$ cat config.mk
export PLATFORM = sky130hd
export DESIGN_NAME = axi_read_arbiter
export DESIGN_NICKNAME = d
export VERILOG_FILES = /design/src/rtl/axi_arb_pkg.sv /design/src/rtl/axi_arb_prio_sel.sv /design/src/rtl/axi_read_arbiter.sv
export SDC_FILE = /design/constraint.sdc
export NUM_CORES = 1
export LEC_CHECK = 0
export BUFFER_PORTS_ARGS = -buffer_cell sky130_fd_sc_hd__buf_2
export CORE_AREA = 2 2 80 82
export CTS_BUF_LIST = sky130_fd_sc_hd__clkbuf_8
export DETAILED_ROUTE_END_ITERATION = 12
export DIE_AREA = 0 0 82 84
export PLACE_DENSITY_LB_ADDON = 0.2
export SYNTH_ARGS = -nofsm -noshare
export SYNTH_HDL_FRONTEND = slang
export SYNTH_SLANG_ARGS = --single-unit
$ cat constraint.sdc
create_clock -name clock -period 1.27 [get_ports clock]
set_clock_uncertainty 0.15 [all_clocks]
set_input_delay 0.254 -clock clock [delete_from_list [all_inputs] [get_ports clock]]
set_output_delay 0.254 -clock clock [all_outputs]
set_load 0.02 [all_outputs]
$ cat src/rtl/axi_arb_pkg.sv
// Shared constants for the AXI read arbiter: FSM state encoding,
// AXI read response codes and default bus widths.
package axi_arb_pkg;

    localparam logic [1:0] IDLE = 2'd0;
    localparam logic [1:0] ADDR = 2'd1;
    localparam logic [1:0] DATA = 2'd2;

    localparam logic [1:0] OKAY   = 2'b00;
    localparam logic [1:0] SLVERR = 2'b10;

    localparam int DEF_ADDR_W = 32;
    localparam int DEF_DATA_W = 32;

endpackage

$ cat src/rtl/axi_arb_prio_sel.sv
// Fixed-priority encoder: lowest set request bit wins.
// Ports: req (request vector) -> idx (winner index), any_valid.
module axi_arb_prio_sel
    import axi_arb_pkg::*;
#(
    parameter int N     = 2,
    parameter int IDX_W = (N > 1) ? $clog2(N) : 1
) (
    input  logic [N-1:0]     req,
    output logic [IDX_W-1:0] idx,
    output logic             any_valid
);

    // Scan from the top down so the lowest index is written last.
    always_comb begin
        idx = '0;
        for (int i = N - 1; i >= 0; i--) begin
            if (req[i]) begin
                idx = IDX_W'(i);
            end
        end
    end

    assign any_valid = |req;

endmodule

$ cat src/rtl/axi_read_arbiter.sv
// AXI4 read arbiter: NUM_MASTERS requesters onto one read master port,
// one outstanding burst at a time, fixed priority (lowest index wins).
// Ports: clock/reset (sync, active-high); in_ar*/in_r* per-requester
// slots (packed, slot i at [i*W +: W]); io_master_ar*/r* downstream.
// R data/resp/last are shared by all slots; per-slot rvalid selects.
// Optional: define AXI_READ_ARBITER_CHECK_EN for simulation checks.
module axi_read_arbiter
    import axi_arb_pkg::*;
#(
    parameter int NUM_MASTERS = 2,
    parameter int ADDR_W      = DEF_ADDR_W,
    parameter int DATA_W      = DEF_DATA_W
) (
    input  logic                          clock,
    input  logic                          reset,
    input  logic [NUM_MASTERS-1:0]        in_arvalid,
    output logic [NUM_MASTERS-1:0]        in_arready,
    input  logic [NUM_MASTERS*ADDR_W-1:0] in_araddr,
    input  logic [NUM_MASTERS*8-1:0]      in_arlen,
    output logic [NUM_MASTERS-1:0]        in_rvalid,
    input  logic [NUM_MASTERS-1:0]        in_rready,
    output logic [DATA_W-1:0]             in_rdata,
    output logic [1:0]                    in_rresp,
    output logic                          in_rlast,
    output logic                          io_master_arvalid,
    input  logic                          io_master_arready,
    output logic [ADDR_W-1:0]             io_master_araddr,
    output logic [7:0]                    io_master_arlen,
    input  logic                          io_master_rvalid,
    output logic                          io_master_rready,
    input  logic [DATA_W-1:0]             io_master_rdata,
    input  logic [1:0]                    io_master_rresp,
    input  logic                          io_master_rlast
);

    localparam int IDX_W = (NUM_MASTERS > 1) ? $clog2(NUM_MASTERS) : 1;

    logic [1:0]       state_q, state_d;
    logic [IDX_W-1:0] grant_q, grant_d;
    logic [7:0]       beat_cnt_q, beat_cnt_d;
    logic [7:0]       len_q, len_d;

    logic [IDX_W-1:0]  sel_idx;
    logic              sel_any;
    logic [ADDR_W-1:0] gnt_addr;
    logic [7:0]        gnt_len;
    logic              gnt_arvalid;
    logic              ar_hs;
    logic              r_hs;

    axi_arb_prio_sel #(
        .N     (NUM_MASTERS),
        .IDX_W (IDX_W)
    ) u_prio_sel (
        .req       (in_arvalid),
        .idx       (sel_idx),
        .any_valid (sel_any)
    );

    // Address/length of the granted slot; the requester holds them.
    assign gnt_addr    = in_araddr[int'(grant_q)*ADDR_W +: ADDR_W];
    assign gnt_len     = in_arlen[int'(grant_q)*8 +: 8];
    assign gnt_arvalid = in_arvalid[grant_q];

    assign io_master_araddr = gnt_addr;
    assign io_master_arlen  = gnt_len;

    // Pure pass-through on the R payload.
    assign in_rdata = io_master_rdata;
    assign in_rresp = io_master_rresp;
    assign in_rlast = io_master_rlast;

    assign ar_hs = io_master_arvalid && io_master_arready;
    assign r_hs  = io_master_rvalid && io_master_rready;

    always_comb begin
        state_d           = state_q;
        grant_d           = grant_q;
        beat_cnt_d        = beat_cnt_q;
        len_d             = len_q;
        in_arready        = '0;
        in_rvalid         = '0;
        io_master_arvalid = 1'b0;
        io_master_rready  = 1'b0;

        unique case (state_q)
            IDLE: begin
                if (sel_any) begin
                    grant_d = sel_idx;
                    state_d = ADDR;
                end
            end
            ADDR: begin
                io_master_arvalid   = gnt_arvalid;
                in_arready[grant_q] = io_master_arready;
                if (ar_hs) begin
                    len_d      = gnt_len;
                    beat_cnt_d = '0;
                    state_d    = DATA;
                end else if (!gnt_arvalid) begin
                    // Requester withdrew; re-arbitrate.
                    state_d = IDLE;
                end
            end
            DATA: begin
                in_rvalid[grant_q] = io_master_rvalid;
                io_master_rready   = in_rready[grant_q];
                if (r_hs) begin
                    beat_cnt_d = beat_cnt_q + 8'd1;
                    if (io_master_rlast) begin
                        state_d = IDLE;
                    end
                end
            end
            default: begin
                state_d = IDLE;
            end
        endcase
    end

    always_ff @(posedge clock) begin
        if (reset) begin
            state_q    <= IDLE;
            grant_q    <= '0;
            beat_cnt_q <= '0;
            len_q      <= '0;
        end else begin
            state_q    <= state_d;
            grant_q    <= grant_d;
            beat_cnt_q <= beat_cnt_d;
            len_q      <= len_d;
        end
    end

`ifdef AXI_READ_ARBITER_CHECK_EN
    logic [ADDR_W-1:0] chk_addr_q;
    logic [7:0]        chk_len_q;
    logic              chk_was_addr_q;

    always_ff @(posedge clock) begin
        chk_addr_q <= gnt_addr;
        chk_len_q  <= gnt_len;
        if (reset) begin
            chk_was_addr_q <= 1'b0;
        end else begin
            chk_was_addr_q <= (state_q == ADDR);
            if (state_q == DATA && io_master_rvalid &&
                (io_master_rlast != (beat_cnt_q == len_q))) begin
                $error("axi_read_arbiter: rlast at beat %0d, len %0d",
                       beat_cnt_q, len_q);
            end
            if (state_q != DATA && io_master_rvalid) begin
                $error("axi_read_arbiter: rvalid outside DATA");
            end
            if (state_q == ADDR && !gnt_arvalid) begin
                $error("axi_read_arbiter: arvalid dropped in ADDR");
            end
            // Grant cannot change while ADDR persists, so compare slots.
            if (state_q == ADDR && chk_was_addr_q &&
                (gnt_addr != chk_addr_q || gnt_len != chk_len_q)) begin
                $error("axi_read_arbiter: araddr/arlen changed in ADDR");
            end
        end
    end
`endif

endmodule
* Word level (Yosys, flattened, before mapping)
Cells that the tools add are included.
** Word-level totals
- Word-level logic and storage cells :: 39
- Register bits :: 3
- Bits of input ports :: 123
** Operators by class
- $lt $le $gt $ge :: 2
- Shift-type cells :: 2
- Bitwise logic cells :: 2
- Equality and inequality tests :: 6
- Muxes and demuxes :: 18
- Reductions and logical operators :: 7
** Operators with widths (count)
- 64-bit by 7-bit indexed part select with 32-bit output :: 1
- 16-bit by 5-bit indexed part select with 8-bit output :: 1
- 2-bit two-way mux :: 7
- 1-bit two-way mux :: 9
- 2-bit inequality test, second input constant :: 3
- 2-bit case mux with 3 select lines :: 1
- 2-bit bitwise AND :: 2
- 4-bit AND reduction :: 1
- 1-bit logical AND :: 3
- 3-bit inequality test, second input constant :: 1
- 2-bit by 1-bit equality test with 1-bit output, second input constant :: 1
- 2-bit equality test, second input constant :: 1
- 2-bit zero test :: 1
- 1-bit by 2-bit less-than comparator with 1-bit output, second input constant :: 1
- 2-bit AND reduction :: 1
- 2-bit OR reduction :: 1
- 1-bit demux with 1-bit select :: 1
- 1-bit >= comparator, second input constant :: 1

* Depth between registers and ports, before layout
- Depth in word-level cells :: 6
- Depth in mapped cells :: 4

* Cells and area by module
A second synthesis with hierarchy kept.
** Second synthesis, totals
- Cell total of the unflattened synthesis :: 108
- Area total of the unflattened synthesis :: 1122.3 um2
** Modules (own cells, without submodules)
- axi_read_arbiter :: cells each 106, sequential area each 60.1 um2, times used 1, area each 1109.8 um2
- axi_arb_prio_sel :: cells each 2, sequential area each 0.0 um2, times used 1, area each 12.5 um2

* Least setup slack after synthesis
Ideal clock, no wire load.
- Kind :: reg-to-output
- Start :: register grant_q
- End :: output in_arready[0]
- Arrival time :: 1.329 ns
- Slack :: -0.463 ns
- Stages on the path, launching flop included :: 4
- Path buffers :: 2
- Required time :: 0.866 ns
- Cells stage by stage :: dfxtp_1 -> buf_6 -> buf_4 -> nor4bb_1
** Between the ends
- Word-level cells in the longest chain between the ends :: 6
- Elaborated cells on any way between the ends :: 7
** RTL lines
- from (decl) :: line axi_read_arbiter.sv:39 : logic [IDX_W-1:0] grant_q, grant_d;
- from (signal assigned) :: line axi_read_arbiter.sv:129 : grant_q <= grant_d;
- 1-bit by 2-bit less-than comparator with 1-bit output (implied by the code) or 1-bit >= comparator (tied branches) :: line axi_read_arbiter.sv:95 : in_arready[grant_q] = io_master_arready;
- 1-bit logical AND (implied by the code) :: line axi_read_arbiter.sv:95
- 1-bit two-way mux (implied by the code) :: line axi_read_arbiter.sv:95
- 1-bit demux with 1-bit select * :: line axi_read_arbiter.sv:95
- 2-bit bitwise AND (no line) *
- 2-bit two-way mux * :: line axi_read_arbiter.sv:86 : unique case (state_q)
- to (decl) :: line axi_read_arbiter.sv:17 : output logic [NUM_MASTERS-1:0] in_arready,
Every way passes the cells marked *; elsewhere a longest branch is shown, timed or not.

* Worst setup path in the final report
- Start :: register grant_q
- End :: output io_master_araddr[8]
** Between the ends
- Word-level cells in the longest chain between the ends :: 1
** RTL lines
- 64-bit by 7-bit indexed part select with 32-bit output :: line axi_read_arbiter.sv:61 : assign gnt_addr = in_araddr[int'(grant_q)*ADDR_W +: ADDR_W];
- to (decl) :: line axi_read_arbiter.sv:27 : output logic [ADDR_W-1:0] io_master_araddr,
No other way between the ends.

==> metrics.txt <==
design area=2020 µm²; area leader, netlist=mux2_2; TritonCTS clock tree=done; DRT antenna net count=0; DRC=0; first-pass GRT wire length=5.28 mm; H-tree levels=1; worst reg2reg endpoint=state_q[1]; WP data arrival=1290 ps; Area after DPL=1690 µm²; Syn Inst Count=103; Post-Synth Adder-Cell Area=0; fin cells=294; Clock transition at path regs=30 ps; EDFF count, synth=0; type of the worst setup path=reg2out; vias per std cell=4.00; vias=1177; most frequent cells in the layout=103 x buf_2, 36 x mux2_4, 28 x buf_6; crit start category=register; Tot GR Track Use=0.0986; core box area=6100 µm²; minimum clock period=1690 ps; Placed Cells=285; Seq/Total Area, Yosys=0.0628; RePlAce Congestion=0.694; CP endpoint kind=primary output; Initial Utilization=0.157; max-cap violations=0; hold_buf cts=0; die area=6890 µm²; post-synth cell types=20; Worst Path Max Fanout=13; failing checks=negative setup slack; actual slew at the worst max-slew pin=215 ps; TritonCTS buffer count=3; post-synthesis mux area share=0.492; Power per Cell Area=658 nW/µm²; Top Ports=204; Die W=82 µm; most common flop cell mapped by yosys=dfxtp_1; largest family of logic cells by synthesized area=multiplexers; final setup violating endpoints=48; Initial DRT Pass Iterations=3; Routed WL=4.03 mm; Final nets=341; outcome=complete, but fails checks; DP Wirelength=3.37 mm; Syn Std Cell Area=956 µm²; Final Cycle Share=1.33; worst-skew pair later-pin latency=210 ps; Fin. Hold Viols=0; # diodes=0; post-synthesis compound-gate area fraction=0.0353; Die Ht=84 µm; share of cells above drive strength 1=0.968; LEAKAGE=1.08 nW; mean post-synth cell area=9.28 µm²; syn_nets=226; Worst Hold Class=in2reg; fraction of registers with async set/reset=0; DR iter-0 viols=8; Peak VDD IR=0.348 mV; GR Overflow Total=0; worst reg-to-reg path cell count=4; Post-Synth Simple-Gate Area=0.0877; largest net degree at the start of global routing=19; Rows=29; unrepaired setup endpoints after global routing=true; Final Max Tran Viols=0; vias in the first global route=1102; # port buffers=135; max_slew headroom=0.854; Yosys Warn Count=0; WP data required=870 ps; Yosys reg bits=3; Highest Clock Rate=0.591 GHz; Post-Synth XOR/XNOR Area=0; reg-to-reg startpoint=grant_q; CP startpoint=grant_q; Area Growth Syn to Fin=112%; Root Buffer Master=clkbuf_8; initial antenna violation count=0; synth top area cells=mux2_2 47%, buf_4 31%, dfxtp_1 6.3%, mux2i_1 2.1%, nor4bb_1 2.1%; clk sinks=3; final setup margin=-421 ps; most common cell after layout, fill and taps aside=buf_2; R2R setup slack=-150 ps; worst setup path end=io_master_araddr[8]; WL/cell=13.7 µm; Synth top area share=0.471; clk buf depth=2
## logic make-up after synthesis
logic type,after synthesis
AOI/OAI and AO/OA,4
DFF,3
buffers and inverters,41
and+or+nand+nor,13
muxes,42
## worst min-delay path by stage
| stage | from | to | cells past startpoint |
|---|---|---|---|
| after floorplan | reset | grant_q | 1 |
| after global placement | reset | grant_q | 2 |
| after detailed placement | reset | grant_q | 2 |
| after CTS | reset | state_q[0] | 2 |
| after global routing | reset | state_q[0] | 2 |
| final | reset | state_q[0] | 2 |
## through the flow
| stage | util | power (mW) | TNS [ps] | hold WS, ps | worst slack (ps) |
|---|---|---|---|---|---|
| final | 0.332 | 1.33 | -17110 | 94.1 | -421 |
| after CTS | 0.311 | 1.28 | -17820 | 85.5 | -440 |
| after global placement | 0.277 | 0.915 | -9690 | 318 | -264 |
| after global routing | 0.332 | 1.41 | -18850 | 106 | -461 |
| after floorplan | - | 0.775 | -3880 | 169 | -118 |
| after detailed placement | 0.277 | 0.915 | -9660 | 314 | -255 |
## per-layer routing
layer  track usage  part of all wire  vias to the layer above
met4        0.0424            0.0067                        0
met1        0.0866              0.32                      517
met2         0.185              0.52                       99
met5             0                 0                        -
met3        0.0455              0.16                        6
li1              -                 -                      555
## registers in the layout, indices dropped and copies added, names as in the netlist
signal / flops
grant_q: 1
state_q: 2
## power breakdown
part | total (mW) | internal (mW) | switching (mW)
clock | 0.267 | 0.206 | 0.0610
combinational | 0.951 | 0.551 | 0.400
sequential | 0.114 | 0.102 | 0.0117
## critical path, stage by stage (launching register included)
cell	delay [ps]
dfxtp_4	390
buf_12	170
mux2_2	350
buf_4	160
## area by class of cell
cell class / count / area [µm²]
Sequential cell: 3 / 68.8
Inverter: 1 / 3.75
Timing Repair Buffer: 150 / 1010
Clock inverter: 1 / 3.75
Clock buffer: 3 / 41.3
Multi-Input combinational cell: 59 / 798
Fill cell: 633 / 4070
Tap cell: 77 / 96.3
## repair_timing
| action | in CTS | in global routing |
|---|---|---|
| endpoints found under the setup margin | 48 | 49 |
| pin swaps | 0 | 2 |
| resized for setup | 44 | 31 |
| buffers inserted | 4 | 1 |
## Yosys cell counts, types with 2 or more instances
cell type and instances:
buf_4 39, dfxtp_1 3, mux2_2 40, mux2i_1 2
nor2_1 3, nor4bb_1 2
Note: power is estimated with default switching activity, not from simulation.
